<file path="config.mk">
export PLATFORM = sky130hd
export DESIGN_NAME = uart_stim_tx
export DESIGN_NICKNAME = d
export VERILOG_FILES = /design/src/rtl/uart_stim_tx.sv
export SDC_FILE = /design/constraint.sdc
export NUM_CORES = 1
export LEC_CHECK = 0
export BUFFER_PORTS_ARGS = -buffer_cell sky130_fd_sc_hd__buf_4
export CAP_MARGIN = 20
export CELL_PAD_IN_SITES_DETAIL_PLACEMENT = 1
export CELL_PAD_IN_SITES_GLOBAL_PLACEMENT = 1
export CORE_UTILIZATION = 30
export CTS_BUF_LIST = sky130_fd_sc_hd__clkbuf_4 sky130_fd_sc_hd__clkbuf_8 sky130_fd_sc_hd__clkbuf_16
export DETAILED_ROUTE_END_ITERATION = 8
export HOLD_SLACK_MARGIN = 0.03
export PLACE_DENSITY = 0.54
export SLEW_MARGIN = 20
export SYNTH_ARGS = -nofsm -noshare
export SYNTH_HDL_FRONTEND = slang
export SYNTH_SLANG_ARGS = --single-unit
</file>
<file path="constraint.sdc">
create_clock -name clk -period 2.9 [get_ports clk]
set_input_delay 0 -clock clk [delete_from_list [all_inputs] [get_ports clk]]
set_output_delay 0 -clock clk [all_outputs]
set_load 0.01 [all_outputs]
</file>
<file path="src/rtl/uart_stim_tx.sv">
// FIFO-buffered UART transmitter that feeds scripted bytes into a serial RX pin.
// Frames are 8 data bits, LSB first, with 1 or 2 stop bits; the line idles high.
//
// state | meaning
// IDLE  | line high, waiting for a queued byte
// START | start bit (line low) for one bit time
// DATA  | shifting out data bits 0..7, one bit time each
// STOP  | stop bit(s) high; pops the next byte straight into START if one is queued
module uart_stim_tx #(
  parameter int CLKS_PER_BIT = 868,
  parameter int FIFO_DEPTH   = 16,
  parameter int STOP_BITS    = 1
) (
  input  logic                          clk,
  input  logic                          rst_pad_i,
  input  logic                          wr_valid_i,
  input  logic [7:0]                    wr_data_i,
  output logic                          wr_ready_o,
  output logic                          uart_tx_o,
  output logic                          busy_o,
  output logic [$clog2(FIFO_DEPTH):0]   fifo_level_o,
  output logic                          overflow_o
);

  localparam int AW        = $clog2(FIFO_DEPTH);
  localparam int LW        = AW + 1;
  localparam int STOP_CLKS = STOP_BITS * CLKS_PER_BIT;
  localparam int CW        = $clog2(STOP_CLKS);

  typedef enum logic [1:0] {IDLE, START, DATA, STOP} state_t;

  state_t        state;
  logic [7:0]    mem [FIFO_DEPTH];
  logic [AW-1:0] wr_ptr, rd_ptr;
  logic [LW-1:0] level, level_nxt;
  logic [CW-1:0] cnt;
  logic [2:0]    bit_idx;
  logic [7:0]    shift;
  logic          full, push, pop, bit_done, stop_done, idle_nxt;

  always_comb begin
    full      = (level == LW'(FIFO_DEPTH));
    push      = wr_valid_i && !full;
    bit_done  = (cnt == CW'(CLKS_PER_BIT - 1));
    stop_done = (cnt == CW'(STOP_CLKS - 1));
    pop       = (level != '0) && ((state == IDLE) || ((state == STOP) && stop_done));
    level_nxt = level + LW'(push) - LW'(pop);
    idle_nxt  = ((state == IDLE) && !pop) || ((state == STOP) && stop_done && !pop);
  end

  assign wr_ready_o   = !full;
  assign fifo_level_o = level;

  // Storage needs no reset: level and pointers decide what is valid.
  always_ff @(posedge clk) begin
    if (push) mem[wr_ptr] <= wr_data_i;
  end

  always_ff @(posedge clk or posedge rst_pad_i) begin
    if (rst_pad_i) begin
      state      <= IDLE;
      wr_ptr     <= '0;
      rd_ptr     <= '0;
      level      <= '0;
      overflow_o <= 1'b0;
      cnt        <= '0;
      bit_idx    <= '0;
      shift      <= '0;
      uart_tx_o  <= 1'b1;
      busy_o     <= 1'b0;
    end else begin
      level  <= level_nxt;
      busy_o <= !idle_nxt || (level_nxt != '0);
      if (push) wr_ptr <= wr_ptr + AW'(1);
      if (pop) rd_ptr <= rd_ptr + AW'(1);
      if (wr_valid_i && full) overflow_o <= 1'b1;

      case (state)
        IDLE: begin
          if (pop) begin
            shift     <= mem[rd_ptr];
            cnt       <= '0;
            uart_tx_o <= 1'b0;
            state     <= START;
          end
        end
        START: begin
          if (bit_done) begin
            cnt       <= '0;
            bit_idx   <= '0;
            uart_tx_o <= shift[0];
            state     <= DATA;
          end else begin
            cnt <= cnt + CW'(1);
          end
        end
        DATA: begin
          if (bit_done) begin
            cnt <= '0;
            if (bit_idx == 3'd7) begin
              uart_tx_o <= 1'b1;
              state     <= STOP;
            end else begin
              bit_idx   <= bit_idx + 3'd1;
              uart_tx_o <= shift[bit_idx + 3'd1];
            end
          end else begin
            cnt <= cnt + CW'(1);
          end
        end
        STOP: begin
          if (stop_done) begin
            cnt <= '0;
            // Chain straight into the next start bit so queued bytes go out gap-free.
            if (pop) begin
              shift     <= mem[rd_ptr];
              uart_tx_o <= 1'b0;
              state     <= START;
            end else begin
              state <= IDLE;
            end
          end else begin
            cnt <= cnt + CW'(1);
          end
        end
        default: begin
          uart_tx_o <= 1'b1;
          state     <= IDLE;
        end
      endcase
    end
  end

endmodule
</file>
==> key figures, run 1 <==
Status
  • Status: finished clean

Floorplanning
  • Die Height: 156 um
  • Core area: 23,400 um^2
  • Die ar.: 24,400 um^2
  • Starting Density: 0.304
  • Die W: 156 um
  • Row cnt: 56
  • Ports: 20

Critical path
  • Startpoint Class: flop
  • Critical path type: flop to flop
  • Worst r2r src: cnt[0]$_DFFE_PP0P_
  • CP required: 3210 ps
  • Arr. time, crit path: 3120 ps
  • CP startpoint: cnt[0]$_DFFE_PP0P_
  • Crit. End Element: flop
  • Worst R2R Setup Slack: 90 ps
  • Crit path max fanout: 2
  • Worst r2r path cells: 12
  • End of the critical path: busy_o$_DFF_PP0_
  • FF-to-FF End: busy_o$_DFF_PP0_

Power
  • Pwr/cell area: 709 nW/um^2
  • Max VDD drop: 0.432 mV
  • P_int: 4.38 mW
  • Clock power share: 0.376
  • P_leak: 3.09 nW
  • Tot Pwr: 6.13 mW
  • Switching Share: 0.286
  • Combinational cell fraction of total power: 0.138
  • Psw: 1.75 mW
  • Power share of the sequential group: 0.486

Timing
  • Final worst slack: 91.3 ps
  • Final hold vios: 0
  • Count of pins over their slew limit: 0
  • Fin crit period: 2810 ps
  • Slew headroom: 0.575
  • Hold_ws: 257 ps
  • Worst Skew: 15.5 ps
  • F_max: 0.356 GHz
  • Unrepaired setup endpoints after global routing: yes
  • Final setup violation count: 0
  • Slew @ Worst Pin: 637 ps
  • Crit share post-route: 0.969

Clock network
  • Clock Path Buffers: 2
  • Clk Latency, worst-skew pair: 440 ps
  • Clk pin slew, worst setup/hold paths: 70 ps
  • H-tree depth: 4
  • CTS Root Cell: clkbuf_16
  • Clk sink count: 167
  • CTS tree: yes
  • Cts bufs inserted: 17

Detailed routing
  • First drt pass iteration count: 4
  • Drt wl/cell: 18.8 um
  • DR iter-0 viols: 212
  • Via count: 3,922
  • Number of vias per cell: 4.76
  • Detail Route Antenna Nets: 0
  • Drc violations: 0
  • Post-Route WL: 15,500 um

Synth
  • Syn Area/Cell: 16.8 um^2
  • Post-synthesis register bit count: 167
  • Synthesized Nets: 454
  • Cell Area, Synth: 7130 um^2
  • Top cells by area, synth: edfxtp_1, dfrtp_1, mux4_2, ha_1, mux2_2
  • Top-count cell post-synth: edfxtp_1
  • EDFF count, synth: 128
  • Commonest cells in the netlist: edfxtp_1, dfrtp_1, mux4_2
  • Biggest area consumer among synthesized cells: edfxtp_1
  • Post-synth cell types: 48
  • Top_reg_cell synth: edfxtp_1
  • Synth top area share: 0.539
  • Seq/Total Area, Yosys: 0.677
  • Mapped Cells: 423
  • Async SR Flop Fraction: 0.234
  • Synth warn: 0

Place
  • Port Buffers: 19
  • Final HPWL DP: 10,200 um
  • Placed Instances: 781
  • Pre-CTS setup slack: -64.4 ps
  • Placer Congestion: 0.765

Hold path
  • Hold Crit Class: primary input to async pin

Layout
  • Fin cells: 824
  • Antenna cells: 0
  • Area Overhead vs Synth: 21.3%
  • Layout net count: 523
  • Fraction of layout instances using a drive strength above 1: 0.289
  • Core Util, Final: 0.369

Global route
  • Antenna violations before repair: 0
  • Gr ovfl total: 0
  • First-pass GRT wire length: 25,000 um
  • Total track usage: 0.141
  • Vias in the first global route: 4,331
  • Pin count of the biggest net entering global routing: 40

Flow run
  • Max_cap viols: 0
## power by group through the flow
stage / Clock (mW) / Combinational, mW / Sequential [mW]
2_1_floorplan: 0 / 0.522 / 2.99
3_3_place_gp: 0 / 0.826 / 3.02
3_5_place_dp: 0 / 0.847 / 3.03
4_1_cts: 2.36 / 0.865 / 2.98
5_1_grt: 2.45 / 0.945 / 3.01
6_report: 2.30 / 0.843 / 2.98
## registers in the layout, indices dropped and copies added, names as in the netlist
| register | cells |
|---|---|
| busy_o | 1 |
| state | 2 |
| mem | 128 |
| cnt | 10 |
| shift | 8 |
| bit_idx | 3 |
| uart_tx_o | 1 |
| rd_ptr | 4 |
| fifo_level_o | 5 |
| overflow_o | 1 |
| wr_ptr | 4 |
## repair_timing
item                                    in CTS  in global routing
hold buffers                                10                  0
gates resized for setup                      1                  2
setup buffers                                1                  0
pin swaps                                    1                  0
hold endpoints to repair                   167                  0
endpoints found under the setup margin       1                  1
## critical path: stages (launching register included)
cell       delay, ps
dfrtp_1          390
ha_2             190
and4bb_2         250
a41oi_2          190
nor2_2            60
ha_1             270
inv_1             40
ha_2             180
fa_2             350
xor2_1           170
nor3_1           160
o2111ai_1        120
or3_1            320
## cell families after synthesis
logic type,after synthesis,share of synthesized area
DFF,167,0.677
adders and majority gates,20,0.0362
xor gates and xnor gates,12,0.0147
and+or+nand+nor,89,0.0711
AOI/OAI and AO/OA,54,0.0546
muxes,46,0.126
buffers and inverters,35,0.0205
## stage by stage
step	area, um^2	TNS (ps)
floorplan	7140	0
global placement	7910	0
detailed placement	7910	-64.4
CTS	8640	0
global route	8640	-101
finish	8640	0
## layout make-up
type                    count  area, um^2
flip-flops and latches    167        4820
repair buffers             68         561
well taps                 319         399
clock buffers              17         425
fillers                  2405       14800
multi-input cells         221        2180
inverters                  17        63.8
clock inverters            15         194
## layout by cell type, fill, tap and decap left out, types with 5 or more instances in the layout
cell type and instances:
a21o_1 6, a22o_1 8, a22oi_1 14, and2_1 6, and3_1 5, buf_4 56, clkbuf_16 17, clkinv_8 6
dfrtp_1 37, dlygate4sd3_1 10, edfxtp_1 128, ha_1 17, inv_1 17, mux2_2 11, mux4_2 34, nand2_1 18
nand3_1 9, nor2_1 10, nor2b_1 5, nor3_1 10, nor3b_1 6, o21ai_0 11, xor2_1 8
## layer usage
layer	up-vias	GRT usage	wire (um)
li1	1802	-	-
met1	2049	0.180	7070
met2	53	0.235	7800
met3	18	0.0350	365
met4	0	0.0472	284
met5	-	0	0
## worst min path at each step
| stage | slack, ps | to | from | cells past startpoint |
|---|---|---|---|---|
| 2_1_floorplan | 100 | mem[0][0]$_DFFE_PP_ | wr_data_i[0] | 0 |
| 3_3_place_gp | 170 | busy_o$_DFF_PP0_ | rst_pad_i | 3 |
| 3_5_place_dp | 180 | cnt[7]$_DFFE_PP0P_ | rst_pad_i | 3 |
| 4_1_cts | 260 | cnt[7]$_DFFE_PP0P_ | rst_pad_i | 4 |
| 5_1_grt | 310 | overflow_o$_DFFE_PP0P_ | rst_pad_i | 4 |
| 6_report | 260 | cnt[7]$_DFFE_PP0P_ | rst_pad_i | 4 |
No activity file was read; power rests on OpenSTA's default activity.
==> run 2: changes to the inputs <==
==> constraint.sdc (replaced) <==
create_clock -name clk -period 2.9 [get_ports clk]
set_input_delay 0 -clock clk [delete_from_list [all_inputs] [get_ports clk]]
set_output_delay 0 -clock clk [all_outputs]
set_load 0.1 [all_outputs]
==> run 2 against run 1 <==
- total power grew 7.4%
- cell count down 0.12%
- final area rose by 1.3%
- highest routed layer unchanged
==> key figures, run 2 (synthesis results as in run 1) <==
Flow run
  • Max_cap viols: 0

Layout
  • Largest regs: mem: 128 flops, cnt: 10 flops, shift: 8 flops
  • Max FFs per register: 128
  • Fraction of layout instances using a drive strength above 1: 0.323
  • Finished Cell Area: 8750 um^2
  • Core Util, Final: 0.374
  • Antenna cells: 0
  • Most common cell after layout, fill and taps aside: edfxtp_1
  • Top reg by flops: mem
  • Area Overhead vs Synth: 22.8%
  • Layout net count: 522
  • Most frequent cells in the layout: edfxtp_1, buf_4, mux4_2, dfrtp_1, nand2_1

Place
  • Final HPWL DP: 10,300 um
  • Port Buffers: 19
  • Placer Congestion: 0.710
  • Area post-placement: 7980 um^2
  • Pre-CTS setup slack: -144 ps

Clock network
  • Clk Latency, worst-skew pair: 430 ps
  • CTS tree: yes
  • Clk pin slew, worst setup/hold paths: 80 ps
  • Cts bufs inserted: 17
  • H-tree depth: 4
  • Clk sink count: 167
  • CTS Root Cell: clkbuf_16
  • Clock Path Buffers: 2

Critical path
  • Slowest cell on the critical path: dfrtp_1
  • Buf/Inv on CP: 1
  • Arr. time, crit path: 3190 ps
  • Crit. End Element: flop
  • Crit path cell chain: ha_2 > and4bb_1 > a41oi_2 > nor2_2 > ha_4 > inv_2 > ha_4 > fa_2 > xor2_2 > nor3_2 > o2111ai_1 > or3_1
  • Critical path type: flop to flop
  • CP required: 3210 ps
  • Most used cell, CP: ha_4
  • Crit path max fanout: 2
  • Top delay family on crit path: adder cells
  • CP peak stage delay: 400 ps
  • Startpoint Class: flop

Floorplanning
  • Ports: 20
  • Row cnt: 56
  • Die Height: 156 um
  • Die ar.: 24,400 um^2
  • Core area: 23,400 um^2
  • Die W: 156 um
  • Starting Density: 0.304

Detailed routing
  • Post-Route WL: 15,400 um
  • Via count: 3,894
  • Number of vias per cell: 4.73
  • Detail Route Antenna Nets: 0
  • DR iter-0 viols: 189
  • First drt pass iteration count: 4
  • Drt wl/cell: 18.7 um
  • Drc violations: 0

Global route
  • Antenna violations before repair: 0
  • Total track usage: 0.138
  • First-pass GRT wire length: 25,000 um
  • Vias in the first global route: 4,287
  • Gr ovfl total: 0
  • Pin count of the biggest net entering global routing: 35

Power
  • Pwr/cell area: 752 nW/um^2
  • P_leak: 3.09 nW
  • Tot Pwr: 6.58 mW
  • Max VDD drop: 0.493 mV

Timing
  • Fin crit period: 2880 ps
  • Final setup violation count: 0
  • Unrepaired setup endpoints after global routing: yes
  • Slew headroom: 0.604
  • Worst Skew: 13.4 ps
  • Crit share post-route: 0.993
  • Final hold vios: 0
  • F_max: 0.347 GHz
  • Final worst slack: 18.9 ps
  • Count of pins over their slew limit: 0
  • Slew @ Worst Pin: 592 ps

Status
  • Status: finished clean

Hold path
  • Hold Crit Class: primary input to async pin
## run 2: repair_timing
action | CTS | global route
buffers inserted | 0 | 3
endpoints found under the hold margin | 141 | 0
setup endpoints to repair | 1 | 1
hold buffers | 10 | 0
gates resized for setup | 1 | 3
pin swaps | 1 | 8
## run 2: power breakdown
group          internal, mW  leakage [nW]  switching [mW]
Clock                  1.18         0.297            1.12
Combinational         0.425          1.17           0.824
Sequential             2.85          1.62           0.174
## run 2: layout make-up
type / count / area (um^2)
clock buffer: 17 / 425
multi-input combinational: 221 / 2270
tap: 319 / 399
inverter: 17 / 73.8
fill: 2378 / 14700
clock inverter: 15 / 198
sequential: 167 / 4830
timing repair buffer: 67 / 553
## run 2: worst register-to-register path, cell delays in order, from the launching register on
cell       delay [ps]
dfrtp_1           400
ha_2              190
and4bb_1          230
a41oi_2           250
nor2_2            100
ha_4              270
inv_2              30
ha_4              150
fa_2              360
xor2_2            160
nor3_2            160
o2111ai_1         120
or3_1             330
## run 2: stage by stage
step | hold slack [ps] | instances | TNS, ps
CTS | 160 | 820 | 0
floorplan | 98.9 | 423 | -412
global placement | 45.7 | 778 | -53.7
detailed placement | 56.3 | 778 | -144
global route | 180 | 823 | -187
finish | 147 | 823 | 0
## run 2: metal layers
metal	track usage	share of wire	vias to the layer above
li1	-	-	1794
met1	0.180	0.45	2063
met2	0.237	0.52	29
met3	0.0303	0.021	8
met4	0.0280	0.0075	0
met5	0	0	-
## run 2: final timing paths
kind | start | endpoint | slack (ps) | cells past startpoint
setup / recovery | cnt[1]$_DFFE_PP0P_ | busy_o$_DFF_PP0_ | 20 | 12
hold reg to reg | overflow_o$_DFFE_PP0P_ | overflow_o$_DFFE_PP0P_ | 500 | 1
max in group asynchronous | rst_pad_i | uart_tx_o$_DFFE_PP1P_ | 2100 | 4
min in group clk | wr_valid_i | overflow_o$_DFFE_PP0P_ | 410 | 4
hold / removal | rst_pad_i | fifo_level_o[3]$_DFF_PP0_ | 150 | 3
setup reg to reg | cnt[1]$_DFFE_PP0P_ | busy_o$_DFF_PP0_ | 20 | 12
==> run 3: changes to the inputs <==
--- a/config.mk
+++ b/config.mk
@@ -9,11 +9,11 @@
 export CAP_MARGIN = 20
 export CELL_PAD_IN_SITES_DETAIL_PLACEMENT = 1
 export CELL_PAD_IN_SITES_GLOBAL_PLACEMENT = 1
-export CORE_UTILIZATION = 30
+export CORE_UTILIZATION = 48
 export CTS_BUF_LIST = sky130_fd_sc_hd__clkbuf_4 sky130_fd_sc_hd__clkbuf_8 sky130_fd_sc_hd__clkbuf_16
 export DETAILED_ROUTE_END_ITERATION = 8
 export HOLD_SLACK_MARGIN = 0.03
-export PLACE_DENSITY = 0.54
+export PLACE_DENSITY = 0.78
 export SLEW_MARGIN = 20
 export SYNTH_ARGS = -nofsm -noshare
 export SYNTH_HDL_FRONTEND = slang
==> run 3 against run 2 <==
- combinational power hardly changed
- sequential power hardly changed
- maximum frequency is 0.34% lower
- die area is 37% lower
==> key figures, run 3 (synthesis results as in run 1) <==
Detailed routing
  • Number of vias per cell: 5.84
  • First drt pass iteration count: 4
  • Post-Route WL: 15,900 um
  • Via count: 4,004
  • Detail Route Antenna Nets: 0
  • Drt wl/cell: 23.2 um
  • DR iter-0 viols: 247
  • Drc violations: 0

Critical path
  • Worst R2R Setup Slack: 9 ps
  • CP required: 3210 ps
  • Crit. End Element: flop
  • Crit path cell chain: ha_2 > and4bb_1 > a41oi_2 > nor2_2 > ha_4 > inv_2 > ha_4 > fa_2 > xor2_1 > nor3_2 > o2111ai_1 > or3_1
  • Startpoint Class: flop
  • Critical path type: flop to flop
  • Top delay family on crit path: adder cells
  • FF-to-FF End: busy_o$_DFF_PP0_
  • Buf/Inv on CP: 1
  • CP startpoint: cnt[0]$_DFFE_PP0P_
  • Worst r2r path cells: 12
  • Most used cell, CP: ha_4
  • Crit path max fanout: 2
  • Slowest cell on the critical path: dfrtp_1
  • Worst r2r src: cnt[0]$_DFFE_PP0P_
  • Arr. time, crit path: 3200 ps
  • CP peak stage delay: 390 ps

Clock network
  • Cts bufs inserted: 17
  • Clk Latency, worst-skew pair: 430 ps
  • CTS tree: yes
  • Clk pin slew, worst setup/hold paths: 70 ps
  • CTS Root Cell: clkbuf_16
  • Clk sink count: 167
  • Clock Path Buffers: 2
  • H-tree depth: 4

Layout
  • Largest regs: mem: 128 flops, cnt: 10 flops, shift: 8 flops
  • Fraction of layout instances using a drive strength above 1: 0.315
  • Max FFs per register: 128
  • Layout net count: 520
  • Top reg by flops: mem
  • Antenna cells: 0
  • Core Util, Final: 0.583
  • Most frequent cells in the layout: edfxtp_1, buf_4, mux4_2, dfrtp_1, nand2_1
  • Most common cell after layout, fill and taps aside: edfxtp_1
  • Area Overhead vs Synth: 18.9%

Timing
  • Final setup violation count: 0
  • Worst Skew: 8.94 ps
  • Unrepaired setup endpoints after global routing: yes
  • Count of pins over their slew limit: 0
  • Slew headroom: 0.460
  • Crit share post-route: 0.997
  • Slew @ Worst Pin: 810 ps
  • Final hold vios: 0
  • Setup TNS: 0 ps
  • Fin crit period: 2890 ps
  • F_max: 0.346 GHz

Floorplanning
  • Row cnt: 44
  • Ports: 20
  • Core area: 14,500 um^2
  • Die Height: 124 um
  • Die W: 124 um
  • Starting Density: 0.490
  • Die ar.: 15,300 um^2

Power
  • P_leak: 3.06 nW
  • Pwr/cell area: 770 nW/um^2
  • Max VDD drop: 0.495 mV

Global route
  • Pin count of the biggest net entering global routing: 35
  • Antenna violations before repair: 0
  • Vias in the first global route: 4,341
  • Gr ovfl total: 0
  • First-pass GRT wire length: 24,900 um
  • Total track usage: 0.232

Status
  • Status: finished clean

Flow run
  • Max_cap viols: 0

Hold path
  • Hold Crit Class: primary input to async pin

Place
  • Final HPWL DP: 10,600 um
  • Placer Congestion: 0.797
  • Port Buffers: 19
run 3: changes by cell type in the layout (fill, tap and decap cells not counted), moves of 3 or more:
cell	change
nor4_2	-4
inv_8	-3
nor4_1	+4
clkinv_8	-7
run 3: power by group:
part	total [mW]	switching, mW	internal (mW)	leakage, nW
clock network	2.23	0.934	1.30	0.286
registers	3.03	0.177	2.85	1.62
logic	1.26	0.849	0.415	1.15
total	6.53	1.96	4.57	3.06
run 3: worst max-delay path by stage:
stage | to | slack, ps | cells after the start
after detailed placement | busy_o$_DFF_PP0_ | -170 | 12
final | busy_o$_DFF_PP0_ | 9 | 12
after floorplan | busy_o$_DFF_PP0_ | -410 | 13
after CTS | busy_o$_DFF_PP0_ | 3 | 12
after global routing | busy_o$_DFF_PP0_ | -90 | 12
after global placement | busy_o$_DFF_PP0_ | -10 | 12
run 3: repair_timing:
| action | CTS | global route |
|---|---|---|
| gates resized for setup | 3 | 1 |
| pin swaps | 3 | 3 |
| setup endpoints to repair | 1 | 1 |
| hold endpoints to repair | 158 | 0 |
| buffers inserted | 1 | 3 |
| hold buffers | 10 | 0 |
run 3: layout make-up:
class,instances,area (um^2)
Fill cell,1328,6060
Sequential cell,167,4830
Multi-Input combinational cell,221,2230
Timing Repair Buffer,65,513
Clock buffer,19,440
Tap cell,184,230
Clock inverter,13,146
Inverter,17,73.8
run 3: per-stage QoR:
stage	hold WS (ps)	cells	total power, mW	instance area (um^2)	worst slack, ps
6_report	219	686	6.53	8470	9.19
3_3_place_gp	261	640	4.21	7740	-13.2
2_1_floorplan	98.9	423	3.92	7220	-412
3_5_place_dp	128	640	4.31	7740	-174
4_1_cts	230	683	6.57	8450	2.98
5_1_grt	292	686	6.75	8470	-88.4
run 3: per-layer routing:
metal | share of wire | up-vias | GRT usage
met1 | 0.41 | 2102 | 0.295
met2 | 0.53 | 90 | 0.393
met5 | 0 | - | 0
met4 | 0.020 | 0 | 0.0926
li1 | - | 1787 | -
met3 | 0.042 | 25 | 0.0430
run 3: worst register-to-register path: cells and delay by family (launching register included):
kind                       cells  cell delay [ps]
adders and majority gates      4              970
DFF                            1              390
and+or+nand+nor                4              800
AOI/OAI and AO/OA              2              410
xor gates and xnor gates       1              170
buffers and inverters          1               40
